<file path="src/rtl/rider_load_cond_if.sv">
// -----------------------------------------------------------------------------
// rider_load_cond_if
//
// Purpose:
//   Bundles the load-cell sample bus, the settle-timer control and the
//   conditioned rider flags exchanged between the sampling front end /
//   steering-enable state machine (master) and rider_load_cond (slave).
//
// Signals:
//   lft_ld        12  left load-cell reading, unsigned      (master -> slave)
//   rght_ld       12  right load-cell reading, unsigned     (master -> slave)
//   vld            1  single-cycle strobe, new sample       (master -> slave)
//   clr_tmr        1  synchronous settle-timer clear        (master -> slave)
//   sum_gt_min     1  sum above the upper hysteresis limit  (slave -> master)
//   sum_lt_min     1  sum below the lower hysteresis limit  (slave -> master)
//   diff_gt_eigth  1  |lft-rght| > sum/8                     (slave -> master)
//   diff_gt_15_16  1  |lft-rght| > 15*sum/16                 (slave -> master)
//   tmr_full       1  settle timer saturated                 (slave -> master)
// -----------------------------------------------------------------------------
interface rider_load_cond_if;

    logic [11:0] lft_ld;
    logic [11:0] rght_ld;
    logic        vld;
    logic        clr_tmr;
    logic        sum_gt_min;
    logic        sum_lt_min;
    logic        diff_gt_eigth;
    logic        diff_gt_15_16;
    logic        tmr_full;

    // Upstream sampler / steering state machine side.
    modport master (
        output lft_ld,
        output rght_ld,
        output vld,
        output clr_tmr,
        input  sum_gt_min,
        input  sum_lt_min,
        input  diff_gt_eigth,
        input  diff_gt_15_16,
        input  tmr_full
    );

    // Conditioning block side.
    modport slave (
        input  lft_ld,
        input  rght_ld,
        input  vld,
        input  clr_tmr,
        output sum_gt_min,
        output sum_lt_min,
        output diff_gt_eigth,
        output diff_gt_15_16,
        output tmr_full
    );

endinterface : rider_load_cond_if

</file>
<file path="src/rtl/rider_load_cond.sv">
// -----------------------------------------------------------------------------
// rider_load_cond
//
// Purpose:
//   Conditions the left/right load-cell readings into rider-presence and
//   rider-balance flags for the steering-enable state machine, and owns the
//   1.3 s settle timer that the state machine clears and monitors.
//
//   Stage 1 registers the sum and absolute difference of a strobed sample.
//   Stage 2 registers all four flags together from the stage-1 values, so a
//   sample strobed in one cycle is reflected on the flags two edges later.
//   The pipeline accepts a new sample every cycle. Flags hold between
//   samples.
//
//   The settle timer is a free-running saturating 26-bit counter, cleared
//   synchronously (level-sensitive) by clr_tmr, independent of the samples.
//
// Ports:
//   clk    1  50 MHz system clock
//   rst    1  asynchronous active-high reset
//   ld_if     rider_load_cond_if.slave
//             inputs : lft_ld[11:0], rght_ld[11:0], vld, clr_tmr
//             outputs: sum_gt_min, sum_lt_min, diff_gt_eigth, diff_gt_15_16,
//                      tmr_full
//
// Parameters:
//   MIN_RIDER_WT  nominal minimum rider weight (sum of both cells)
//   HYSTERESIS    half-width of the hysteresis band around MIN_RIDER_WT
//   TMR_FULL_CNT  settle-timer terminal count (1.3 s at 50 MHz)
// -----------------------------------------------------------------------------
module rider_load_cond #(
    parameter logic [12:0] MIN_RIDER_WT = 13'h0200,
    parameter logic [12:0] HYSTERESIS   = 13'h0040,
    parameter logic [25:0] TMR_FULL_CNT = 26'd65000000
) (
    input  logic                     clk,
    input  logic                     rst,
    rider_load_cond_if.slave         ld_if
);

    // Hysteresis band limits; strict compares leave both limits inside the
    // band, where neither presence flag is set.
    localparam logic [12:0] SUM_HI_LIM = MIN_RIDER_WT + HYSTERESIS;
    localparam logic [12:0] SUM_LO_LIM = MIN_RIDER_WT - HYSTERESIS;

    // -------------------------------------------------------------------------
    // Stage 1: sum and absolute difference
    // -------------------------------------------------------------------------
    logic [12:0] sum_s1_d,  sum_s1_q;
    logic [11:0] diff_s1_d, diff_s1_q;
    logic        v1_q;

    always_comb begin
        // NOTE: every always_comb output gets a default first so no path
        // leaves it unassigned, which would infer a latch.
        sum_s1_d  = sum_s1_q;
        diff_s1_d = diff_s1_q;
        if (ld_if.vld) begin
            // Zero-extend before adding so the carry lands in bit 12.
            sum_s1_d = {1'b0, ld_if.lft_ld} + {1'b0, ld_if.rght_ld};
            // Compare-then-subtract keeps the magnitude unsigned in 12 bits.
            if (ld_if.lft_ld >= ld_if.rght_ld) begin
                diff_s1_d = ld_if.lft_ld - ld_if.rght_ld;
            end else begin
                diff_s1_d = ld_if.rght_ld - ld_if.lft_ld;
            end
        end
    end

    // NOTE: the pipeline data registers are reset along with the valid bits;
    // they are few and a known value keeps reset state fully deterministic.
    always_ff @(posedge clk or posedge rst) begin
        if (rst) begin
            sum_s1_q  <= '0;
            diff_s1_q <= '0;
            v1_q      <= 1'b0;
        end else begin
            // NOTE: sequential state uses non-blocking assignments so every
            // flop samples the pre-edge values regardless of statement order.
            sum_s1_q  <= sum_s1_d;
            diff_s1_q <= diff_s1_d;
            v1_q      <= ld_if.vld;
        end
    end

    // -------------------------------------------------------------------------
    // Stage 2: flag decode
    // -------------------------------------------------------------------------
    logic [12:0] sum_eighth;     // sum/8, truncating
    logic [12:0] sum_15_16;      // sum - sum/16, truncating
    logic [12:0] diff_ext;

    logic sum_gt_min_d,    sum_gt_min_q;
    logic sum_lt_min_d,    sum_lt_min_q;
    logic diff_gt_eigth_d, diff_gt_eigth_q;
    logic diff_gt_15_16_d, diff_gt_15_16_q;

    always_comb begin
        sum_eighth = sum_s1_q >> 3;
        sum_15_16  = sum_s1_q - (sum_s1_q >> 4);
        diff_ext   = {1'b0, diff_s1_q};

        // Flags hold unless a valid stage-1 sample is present.
        sum_gt_min_d    = sum_gt_min_q;
        sum_lt_min_d    = sum_lt_min_q;
        diff_gt_eigth_d = diff_gt_eigth_q;
        diff_gt_15_16_d = diff_gt_15_16_q;

        if (v1_q) begin
            sum_gt_min_d    = (sum_s1_q > SUM_HI_LIM);
            sum_lt_min_d    = (sum_s1_q < SUM_LO_LIM);
            // With sum = 0 both thresholds are 0 and diff is 0, so 0 > 0
            // leaves both balance flags clear.
            diff_gt_eigth_d = (diff_ext > sum_eighth);
            diff_gt_15_16_d = (diff_ext > sum_15_16);
        end
    end

    always_ff @(posedge clk or posedge rst) begin
        if (rst) begin
            // No rider is assumed out of reset.
            sum_gt_min_q    <= 1'b0;
            sum_lt_min_q    <= 1'b1;
            diff_gt_eigth_q <= 1'b0;
            diff_gt_15_16_q <= 1'b0;
        end else begin
            sum_gt_min_q    <= sum_gt_min_d;
            sum_lt_min_q    <= sum_lt_min_d;
            diff_gt_eigth_q <= diff_gt_eigth_d;
            diff_gt_15_16_q <= diff_gt_15_16_d;
        end
    end

    assign ld_if.sum_gt_min    = sum_gt_min_q;
    assign ld_if.sum_lt_min    = sum_lt_min_q;
    assign ld_if.diff_gt_eigth = diff_gt_eigth_q;
    assign ld_if.diff_gt_15_16 = diff_gt_15_16_q;

    // -------------------------------------------------------------------------
    // Settle timer: saturating, clear has priority over increment
    // -------------------------------------------------------------------------
    logic [25:0] tmr_cnt_d, tmr_cnt_q;
    logic        tmr_at_full;

    assign tmr_at_full = (tmr_cnt_q == TMR_FULL_CNT);

    always_comb begin
        tmr_cnt_d = tmr_cnt_q;
        if (ld_if.clr_tmr) begin
            tmr_cnt_d = '0;
        end else if (!tmr_at_full) begin
            tmr_cnt_d = tmr_cnt_q + 26'd1;
        end
    end

    always_ff @(posedge clk or posedge rst) begin
        if (rst) begin
            tmr_cnt_q <= '0;
        end else begin
            tmr_cnt_q <= tmr_cnt_d;
        end
    end

    // Decoded straight from the count register, so it drops on the same edge
    // that a clear takes effect.
    assign ld_if.tmr_full = tmr_at_full;

endmodule : rider_load_cond
</file>
<file path="src/flat_wrapper.sv">
// flat-port wrapper written by rule: the top's interface ports become plain ports
module rider_load_cond_flat 
#(
    parameter logic [12:0] MIN_RIDER_WT = 13'h0200,
    parameter logic [12:0] HYSTERESIS   = 13'h0040,
    parameter logic [25:0] TMR_FULL_CNT = 26'd65000000
)
  (clk, rst, ld_if_lft_ld, ld_if_rght_ld, ld_if_vld, ld_if_clr_tmr, ld_if_sum_gt_min, ld_if_sum_lt_min, ld_if_diff_gt_eigth, ld_if_diff_gt_15_16, ld_if_tmr_full);
  rider_load_cond_if ld_if_i ();
  input  logic clk;
  input  logic rst;
  input wire logic [$bits(ld_if_i.lft_ld)-1:0] ld_if_lft_ld;
  input wire logic [$bits(ld_if_i.rght_ld)-1:0] ld_if_rght_ld;
  input wire logic [$bits(ld_if_i.vld)-1:0] ld_if_vld;
  input wire logic [$bits(ld_if_i.clr_tmr)-1:0] ld_if_clr_tmr;
  output wire logic [$bits(ld_if_i.sum_gt_min)-1:0] ld_if_sum_gt_min;
  output wire logic [$bits(ld_if_i.sum_lt_min)-1:0] ld_if_sum_lt_min;
  output wire logic [$bits(ld_if_i.diff_gt_eigth)-1:0] ld_if_diff_gt_eigth;
  output wire logic [$bits(ld_if_i.diff_gt_15_16)-1:0] ld_if_diff_gt_15_16;
  output wire logic [$bits(ld_if_i.tmr_full)-1:0] ld_if_tmr_full;
  assign ld_if_i.lft_ld = ld_if_lft_ld;
  assign ld_if_i.rght_ld = ld_if_rght_ld;
  assign ld_if_i.vld = ld_if_vld;
  assign ld_if_i.clr_tmr = ld_if_clr_tmr;
  assign ld_if_sum_gt_min = ld_if_i.sum_gt_min;
  assign ld_if_sum_lt_min = ld_if_i.sum_lt_min;
  assign ld_if_diff_gt_eigth = ld_if_i.diff_gt_eigth;
  assign ld_if_diff_gt_15_16 = ld_if_i.diff_gt_15_16;
  assign ld_if_tmr_full = ld_if_i.tmr_full;
  rider_load_cond #(.MIN_RIDER_WT(MIN_RIDER_WT), .HYSTERESIS(HYSTERESIS), .TMR_FULL_CNT(TMR_FULL_CNT)) u_core (.clk(clk), .rst(rst), .ld_if(ld_if_i));
endmodule
</file>
<file path="config.mk">
export PLATFORM = sky130hd
export DESIGN_NAME = rider_load_cond_flat
export DESIGN_NICKNAME = d
export VERILOG_FILES = /design/src/rtl/rider_load_cond_if.sv /design/src/rtl/rider_load_cond.sv /design/src/flat_wrapper.sv
export SDC_FILE = /design/constraint.sdc
export NUM_CORES = 1
export LEC_CHECK = 0
export BUFFER_PORTS_ARGS = -buffer_cell sky130_fd_sc_hd__buf_2
export CAP_MARGIN = 20
export CORE_UTILIZATION = 58
export CTS_BUF_LIST = sky130_fd_sc_hd__clkbuf_8
export CTS_CLUSTER_DIAMETER = 50
export DETAILED_ROUTE_END_ITERATION = 12
export GPL_ROUTABILITY_DRIVEN = 0
export GPL_TIMING_DRIVEN = 1
export PLACE_DENSITY = 0.79
export SLEW_MARGIN = 20
export SYNTH_ARGS = -nofsm -noshare
export SYNTH_HDL_FRONTEND = slang
export SYNTH_SLANG_ARGS = --single-unit
</file>
<file path="constraint.sdc">
create_clock -name clk -period 2.9 [get_ports clk]
set_clock_uncertainty 0.2 [all_clocks]
set_input_delay 0.29 -clock clk [delete_from_list [all_inputs] [get_ports clk]]
set_output_delay 0.29 -clock clk [all_outputs]
set_load 0.005 [all_outputs]
</file>
==> results of run 1 <==
[final cells by class]
cell class,instances,area [µm²]
repair buffers,129,895
well taps,105,131
multi-input cells,444,3400
clock buffers,6,82.6
clock inverters,2,20.0
inverters,57,214
fillers,602,2130
flip-flops and latches,55,1380
[through the flow]
stage                     std cells  power, mW  util (%)  instance area, µm²
final                           798       3.16      74.2                6120
after global routing            798       3.39      74.2                6120
after CTS                       793       3.01      72.5                5990
after detailed placement        782       2.50      70.6                5830
after global placement          782       2.41      70.6                5830
after floorplan                 574       1.96         -                4970
[worst paths after layout]
kind                                              end  slack, ns  depth (start not counted)                    start
max                        u_core.ld_if.diff_gt_15_16      -0.30                         16       u_core.sum_s1_q[5]
min                              u_core.tmr_cnt_q[13]       0.20                          2            ld_if_clr_tmr
max reg2reg                u_core.ld_if.diff_gt_15_16      -0.30                         16       u_core.sum_s1_q[5]
min reg2reg                   u_core.ld_if.sum_lt_min       0.28                          2  u_core.ld_if.sum_lt_min
max in group asynchronous          u_core.sum_s1_q[4]       1.41                          4                      rst
min in group asynchronous        u_core.tmr_cnt_q[23]       0.45                          3                      rst
[what timing repair did]
item	in CTS	in global routing
setup endpoints to repair	1	3
pin swaps	13	21
hold buffers	1	0
setup buffers	2	5
endpoints found under the hold margin	33	0
resized for setup	6	25
[layer usage]
metal	vias up	GRT usage [%]	part of all wire [%]
met5	-	0	0
met4	0	11.5	2.8
met3	29	2.82	4.6
met2	141	49.3	48
met1	2190	37.6	44
li1	2240	-	-
[power by group through the flow]
stage                     clock [mW]  sequential, mW  combinational, mW
after floorplan                    0           0.938               1.02
after global placement             0           0.954               1.45
after detailed placement           0           0.959               1.54
after CTS                      0.482           0.945               1.58
after global routing           0.507           0.962               1.92
final                          0.472           0.950               1.74
[state kept, by name, indices dropped and copies added (netlist names)]
register	count
u_core.ld_if.diff_gt_15_16	1
u_core.v1_q	1
u_core.ld_if.sum_lt_min	1
u_core.ld_if.diff_gt_eigth	1
u_core.diff_s1_q	11
u_core.tmr_cnt_q	26
u_core.sum_s1_q	13
u_core.ld_if.sum_gt_min	1
[logic make-up (layout without fill, tap and decap cells)]
kind of cell | after synthesis | in the layout | synth area share, %
and+or+nand+nor | 184 | 184 | 18.8
xor gates and xnor gates | 45 | 45 | 7.94
muxes | 13 | 13 | 2.82
DFF | 55 | 55 | 27.8
buffers and inverters | 75 | 194 | 6.28
adders and majority gates | 72 | 72 | 18.8
AOI/OAI and AO/OA | 130 | 130 | 17.6
[cell usage in the layout (no fill, tap or decap), types with 3 or more instances in the layout]
master / synthesis / routed
sky130_fd_sc_hd__inv_2: 0 / 3
sky130_fd_sc_hd__nand4_1: 14 / 14
sky130_fd_sc_hd__a21oi_1: 40 / 38
sky130_fd_sc_hd__o21ai_1: 1 / 4
sky130_fd_sc_hd__dfrtp_1: 54 / 54
sky130_fd_sc_hd__nor4_1: 3 / 3
sky130_fd_sc_hd__nand3_1: 12 / 12
sky130_fd_sc_hd__nand2_1: 30 / 29
sky130_fd_sc_hd__o21ai_2: 1 / 5
sky130_fd_sc_hd__nor2b_1: 12 / 10
sky130_fd_sc_hd__a31oi_1: 5 / 5
sky130_fd_sc_hd__or3_1: 5 / 5
sky130_fd_sc_hd__xnor2_1: 26 / 25
sky130_fd_sc_hd__and4_1: 3 / 3
sky130_fd_sc_hd__clkbuf_8: 0 / 6
sky130_fd_sc_hd__inv_1: 57 / 54
sky130_fd_sc_hd__mux2i_1: 8 / 7
sky130_fd_sc_hd__o21ai_0: 27 / 20
sky130_fd_sc_hd__and3_1: 14 / 14
sky130_fd_sc_hd__nor4b_1: 3 / 3
sky130_fd_sc_hd__buf_2: 6 / 32
sky130_fd_sc_hd__xor2_1: 19 / 19
sky130_fd_sc_hd__nor2_1: 58 / 58
sky130_fd_sc_hd__ha_1: 68 / 65
sky130_fd_sc_hd__mux2_2: 4 / 4
sky130_fd_sc_hd__o21a_1: 8 / 8
sky130_fd_sc_hd__nand2b_1: 10 / 10
sky130_fd_sc_hd__o211ai_1: 3 / 3
sky130_fd_sc_hd__o21bai_1: 7 / 7
sky130_fd_sc_hd__buf_4: 0 / 95
sky130_fd_sc_hd__nor3b_1: 3 / 3
sky130_fd_sc_hd__a21o_1: 5 / 5
sky130_fd_sc_hd__o31ai_1: 3 / 3
sky130_fd_sc_hd__nor3_1: 10 / 9
==> impl_summary.md, run 1 <==
Routing
The detail route stage leaves a number of antenna-violating nets equal to 0. The residual DRC count is 0. After detailed routing, the number of vias per cell comes to 5.76.

The first-iteration detailed-routing DRC count is 218. After detailed routing, the total wire length is 12,200 µm. The detailed-router iteration count before antenna repair is 6. The routed via count is around 4,600. After detailed routing, the average wire length per cell comes to about 15 µm.

Synthesis
The share of synthesized area in the top cell type comes to 27.2%. The unique cell type count in the Yosys netlist is 61. Counting flops and latches in the post-synthesis netlist gives 55. Yosys instantiated no cell more often than sky130_fd_sc_hd__ha_1.

The total standard cell area after synthesis is a little under 5000 µm². For this run, the number of Yosys warnings is 0. After synthesis, the cell types taking the most area are sky130_fd_sc_hd__dfrtp_1, sky130_fd_sc_hd__ha_1, sky130_fd_sc_hd__xnor2_1, sky130_fd_sc_hd__nor2_1, sky130_fd_sc_hd__inv_1. In the synthesized netlist, the number of instances is ~570. sky130_fd_sc_hd__dfrtp_1 takes more of the synthesized area than any other cell. After synthesis, the share of flip-flops with an asynchronous set or reset is 100%. The synthesized design contains 0 enable-type register cells. The top flip-flop cell by instance count after synthesis is sky130_fd_sc_hd__dfrtp_1.

Counting instances in the post-synthesis netlist gives the leading cell types as sky130_fd_sc_hd__ha_1, sky130_fd_sc_hd__nor2_1, sky130_fd_sc_hd__inv_1. The portion of the post-synthesis area used by sequential elements is 27.8%. A synthesized cell averages ~8.6 µm². The post-synth net total is around 670.

Global route
Across every metal layer, demand over resource in global routing totals 28.9%. The initial antenna violation count was 0. Entering global routing, the biggest net connects 42 pins.

The first global-routing pass estimated 20,300 µm of wire. The via count of the first global-routing pass was 4,520. Summed over all layers, the global routing overflow is 0.

STA
The relative max-transition margin is 48.6%. The max-slew violation count is 0. The count of endpoints failing hold in the final timing report is 0. The worst-case hold slack is 0.199 ns. After layout, the worst path uses 110% of the clock period. The final critical-path setup slack is -0.299 ns. For the pin with the worst max-slew slack, the measured transition is 0.770 ns. The final setup violation count is 1. The timing-limited maximum frequency is 313 MHz. The sum of negative setup slack is -0.299 ns. The final critical path time including I/O delays and setup is ~3.2 ns. Setup repair after global routing could not meet its margin everywhere.

Floorplan
For this configuration, the core starts out at a cell density of between 60% and 70%. The die outline width is 94.5 µm. The floorplan step defined a die boundary enclosing 8930 µm². In this run the count of I/O pins placed on the die edge is 33. The vertical die dimension is between 90 and 100 µm. The core area is 8260 µm². The initialized floorplan defines 33 standard-cell rows.

Status
The final reports fail on negative setup slack. The run finished, with violations left.

Power and ir drop
The combinational cell fraction of total power is 55.0%. Per report_power, the clock group accounts for between 10% and 20% of the total. Internal power comes to 1.91 mW. The net switching power is ~1.3 mW.

For this design the static power due to leakage is 2.98 nW. Sequential cells burn 30.0% of the power. The power density over cell area is 516 nW/µm². IR analysis of the VDD net gives a maximum drop of 0.235 mV. In this run switching power makes up 39.6% of total power.

Setup path
The slowest library cell on the worst path is sky130_fd_sc_hd__dfrtp_1. The startpoint type of the worst setup path is a flip-flop. The kind of end point of the critical path is a flip-flop.

Along the worst path, the maximum fanout reaches 3. The worst setup path is of the reg2reg kind. Data on the critical path is required at its endpoint by 2.90 ns. For the worst setup path, the data arrival time is 3.20 ns. Traced cell by cell, the critical path runs through inv_2 -> ha_4 -> nor2b_4 -> o21ai_1 -> a21oi_1 -> o21ai_1 -> a21oi_2 -> o21ai_2 -> nand2_2 -> buf_4 -> o311ai_4 -> ha_1 -> o21ai_1 -> nand2b_1 -> a31oi_1 -> o32ai_1.

The most used cell along the critical path is sky130_fd_sc_hd__o21ai_1. The largest single stage delay on the critical path is 0.40 ns. Together, buffers and inverters on the worst path number 2. Grouping stages by cell kind, the critical path spends the most delay in compound AO/OA/AOI/OAI gates.

Placement
The number of port buffers is 32. The HPWL after detailed placement is 9510 µm. The worst slack at placement is -0.280 ns.

Clock tree
The clock latency at the later pin of the worst-skew pair is 0.32 ns. TritonCTS built the clock tree. The H-tree was split into 2 levels. The maximum clock insertion buffer count is 2. The cell sitting at the root of the clock tree is a sky130_fd_sc_hd__clkbuf_8. The total clock sinks is 55.

Clock tree synthesis inserted a total of 5 buffers. The clock transition time at the flip-flop clock pins of the worst setup and hold paths is 0.11 ns.

Finish
The number of antenna diodes is 0. The number of nets in the layout is about 800. The area growth from synthesis to layout is 23.4%. The share of layout cells above drive strength 1 is 25.5%.

Min path
The type of the most critical hold path is in2reg.

Flow run
The number of max-capacitance violations reported is 0.
(Power assumes the default switching activity.)
==> run 2: changes to the inputs <==
--- a/config.mk
+++ b/config.mk
@@ -14,6 +14,7 @@
 export GPL_ROUTABILITY_DRIVEN = 0
 export GPL_TIMING_DRIVEN = 1
 export PLACE_DENSITY = 0.79
+export SETUP_SLACK_MARGIN = 0.4
 export SLEW_MARGIN = 20
 export SYNTH_ARGS = -nofsm -noshare
 export SYNTH_HDL_FRONTEND = slang
==> run 2 against run 1 <==
Sequential cell count unchanged. Highest routed layer unchanged. Power is 1.5% higher. Hold slack better by 0.0044 ns. Clock-buffer cell count stayed put. Final cell count shrank 2.5%. The run still ends with negative setup slack left. Critical path type unchanged.
==> impl_summary.md, run 2 (synthesized netlist as in run 1, its figures left out) <==
Placement
At the placement stage, the worst setup path has a slack of -0.218 ns. The number of port buffers is 32. The number of placed instances with taps included is approximately 760. The wire-length estimate of the detail-placed layout is 9510 µm.

Setup path
Walking the worst path, the cells encountered are ha_1 -> nor2b_1 -> o21ai_2 -> a21oi_2 -> o21ai_2 -> a21oi_2 -> o21ai_2 -> nand2_1 -> xnor2_1 -> ha_1 -> nand4_1 -> o211ai_1 -> a31oi_1 -> o32ai_1. The slowest stage of the critical path belongs to the cell sky130_fd_sc_hd__dfrtp_1. The path type of the worst setup path is reg2reg. The most used cell along the critical path is sky130_fd_sc_hd__o21ai_2. The setup slack on the worst flop-to-flop path is -0.24 ns. In this run the critical register-to-register path is captured at u_core.ld_if.diff_gt_15_16.

The startpoint type of the worst setup path is a flip-flop. The worst register-to-register path begins at u_core.sum_s1_q[1]. In this design, the largest share of critical-path delay is due to compound AO/OA/AOI/OAI gates.

Counting both buffers and inverters, the worst setup path holds a total of 0. For the worst setup path, the data required time is 2.92 ns. STA classifies the critical path endpoint as a flip-flop. In this design, the stage delay of the slowest critical-path cell is 0.41 ns.

For the worst flop-to-flop path, the logic depth is 14. The maximum net fanout on the critical path is 3. The data arrival time of the critical path is around 3.2 ns.

STA
The final period utilization is 108%. The count of endpoints failing hold in the final timing report came to 0. The max-slew violation count is 0.

The transition time at the pin with the least slew margin is 0.669 ns. Setup repair after global routing could not meet its margin everywhere. The timing-limited maximum frequency is between 300 and 400 MHz. After layout, the minimum clock period comes to 3.14 ns. The tightest hold path in the finished design has a slack of 0.203 ns. The worst pin sits at a relative slew slack of a little over half. The final setup violation count is 1.

In the post-route analysis, the smallest setup slack over all paths is -0.239 ns.

Status
The run finished, with violations left. The final reports fail on negative setup slack.

Global route
The via count of the first global-routing pass came to 4,736. The leftover overflow at the end of global routing is 0. Across every metal layer, demand over resource in global routing totals approximately 31%. The wire length of the first global-routing pass is approximately 21,000 µm. The pin count of the biggest net entering global routing is 30.

The initial antenna violation count is 0.

Finish
Relative to the synthesized area, the layout overhead comes to 25.2%. The repair_antennas step left the layout with diodes totalling 0. The top cell types in the final layout, fill and taps aside, are sky130_fd_sc_hd__buf_4, sky130_fd_sc_hd__nor2_1, sky130_fd_sc_hd__ha_1.

The flip-flop count of the largest register after layout is 26. The post-route non-filler standard cell count is 778. The number of nets in the layout is 772. The register with the highest flop count is u_core.tmr_cnt_q.

The largest registers in the layout are u_core.tmr_cnt_q (26), u_core.sum_s1_q (13), u_core.diff_s1_q (11). Of the cells placed in the final design, the portion with a size suffix greater than 1 is between 20% and 30%. Leaving out fill and tap cells, the most frequent cell in the layout is sky130_fd_sc_hd__buf_4.

Clock tree
The maximum clock insertion buffer count is 2. The H-tree depth is 2. The clock transition time at the flip-flop clock pins of the worst setup and hold paths is 0.11 ns. The clock latency at the later pin of the worst-skew pair is 0.32 ns. The total clock sinks is 55. The root buffer cell chosen for the clock tree is sky130_fd_sc_hd__clkbuf_8. TritonCTS built the clock tree. Counting the buffers created by CTS gives 5.

Min path
The type of the most critical hold path is in2reg. The endpoint with the worst hold slack is u_core.tmr_cnt_q[12]. Counting instances, the worst hold path has a depth of 2.

The beginning of the worst hold path is ld_if_clr_tmr.

Routing
The routed via count is around 4,800. Using the TritonRoute via totals, the vias-per-cell ratio works out to between 6 and 7. The residual DRC count is 0. The detail route stage leaves a number of antenna-violating nets equal to 0. In the final routed layout, each cell accounts on average for 17.7 µm. In this run, the number of DRC markers left after iteration 0 of detailed routing was 344. The first detailed-routing pass took 5 iterations.

The total routed wirelength is 13,800 µm.

Power and ir drop
The final total power is around 3.2 mW. Summed over all cells, the static leakage comes to just under 3 nW. Power spread over the standard cell area amounts to 516 nW/µm².

The worst supply voltage drop on vdd is approximately 0.29 mV.

Floorplan
In this run the standard cell core region covers between 8000 and 9000 µm². The die area is 8930 µm². Pin placement for this block handled 33 I/O pins.

The number of rows created at floorplan is 33. The initial cell density of the core is 60.1%. The die is 94.5 µm wide. In this run the vertical extent of the chip is 94.5 µm.

Flow run
The tool flagged a number of max-cap violations equal to 0.
## run 2: cell types whose count changed in the layout (fill, tap and decap cells not counted), moves of 3 or more
| cell | before | now |
|---|---|---|
| sky130_fd_sc_hd__buf_4 | 95 | 72 |
| sky130_fd_sc_hd__buf_6 | 1 | 4 |
| sky130_fd_sc_hd__ha_1 | 65 | 56 |
| sky130_fd_sc_hd__ha_4 | 2 | 12 |
| sky130_fd_sc_hd__inv_1 | 54 | 51 |
| sky130_fd_sc_hd__mux2i_1 | 7 | 4 |
| sky130_fd_sc_hd__o21ai_0 | 20 | 16 |
| sky130_fd_sc_hd__o21ai_2 | 5 | 9 |
## run 2: layout make-up
type | instances | area [µm²]
multi-input combinational | 444 | 3600
fill | 546 | 2040
sequential | 55 | 1380
timing repair buffer | 109 | 776
inverter | 57 | 226
tap | 105 | 131
clock buffer | 6 | 82.6
clock inverter | 2 | 20.0
## run 2: routing by layer
layer  wire (µm)  track usage (%)
met3         740             3.14
met4         595             13.1
met2        6780             54.8
met1        5650             37.3
met5           0                0
## run 2: repair_timing
| item | in CTS | in global routing |
|---|---|---|
| pin swaps | 22 | 10 |
| cloned | 0 | 0 |
| endpoints found under the setup margin | 9 | 11 |
| hold buffers | 1 | 0 |
| endpoints found under the hold margin | 19 | 0 |
| buffers inserted | 8 | 3 |
| resized for setup | 33 | 24 |
## run 2: per-stage QoR
| stage | utilization (%) | area (µm²) | TNS [ns] |
|---|---|---|---|
| floorplan | - | 5050 | 0 |
| global placement | 69.3 | 5720 | -0.549 |
| detailed placement | 69.3 | 5720 | -0.862 |
| CTS | 73.9 | 6100 | -0.175 |
| global route | 75.3 | 6210 | -0.401 |
| finish | 75.3 | 6210 | -0.239 |
## run 2: worst max-delay path by stage
| stage | from | to | slack, ns | cells after the start |
|---|---|---|---|---|
| 3_5_place_dp | ld_if_lft_ld[0] | u_core.diff_s1_q[11] | -0.22 | 14 |
| 4_1_cts | u_core.sum_s1_q[4] | u_core.ld_if.diff_gt_15_16 | -0.17 | 14 |
| 5_1_grt | u_core.sum_s1_q[4] | u_core.ld_if.diff_gt_15_16 | -0.40 | 14 |
| 2_1_floorplan | u_core.sum_s1_q[5] | u_core.ld_if.diff_gt_15_16 | 0.04 | 16 |
| 6_report | u_core.sum_s1_q[1] | u_core.ld_if.diff_gt_15_16 | -0.24 | 14 |
| 3_3_place_gp | ld_if_lft_ld[0] | u_core.diff_s1_q[7] | -0.13 | 12 |
## run 2: power breakdown
group	total, mW	internal [mW]	switching (mW)	leakage [nW]
clock	0.480	0.202	0.278	0.0533
combinational	1.78	0.842	0.935	2.16
sequential	0.951	0.856	0.0950	0.690
total	3.21	1.90	1.31	2.90
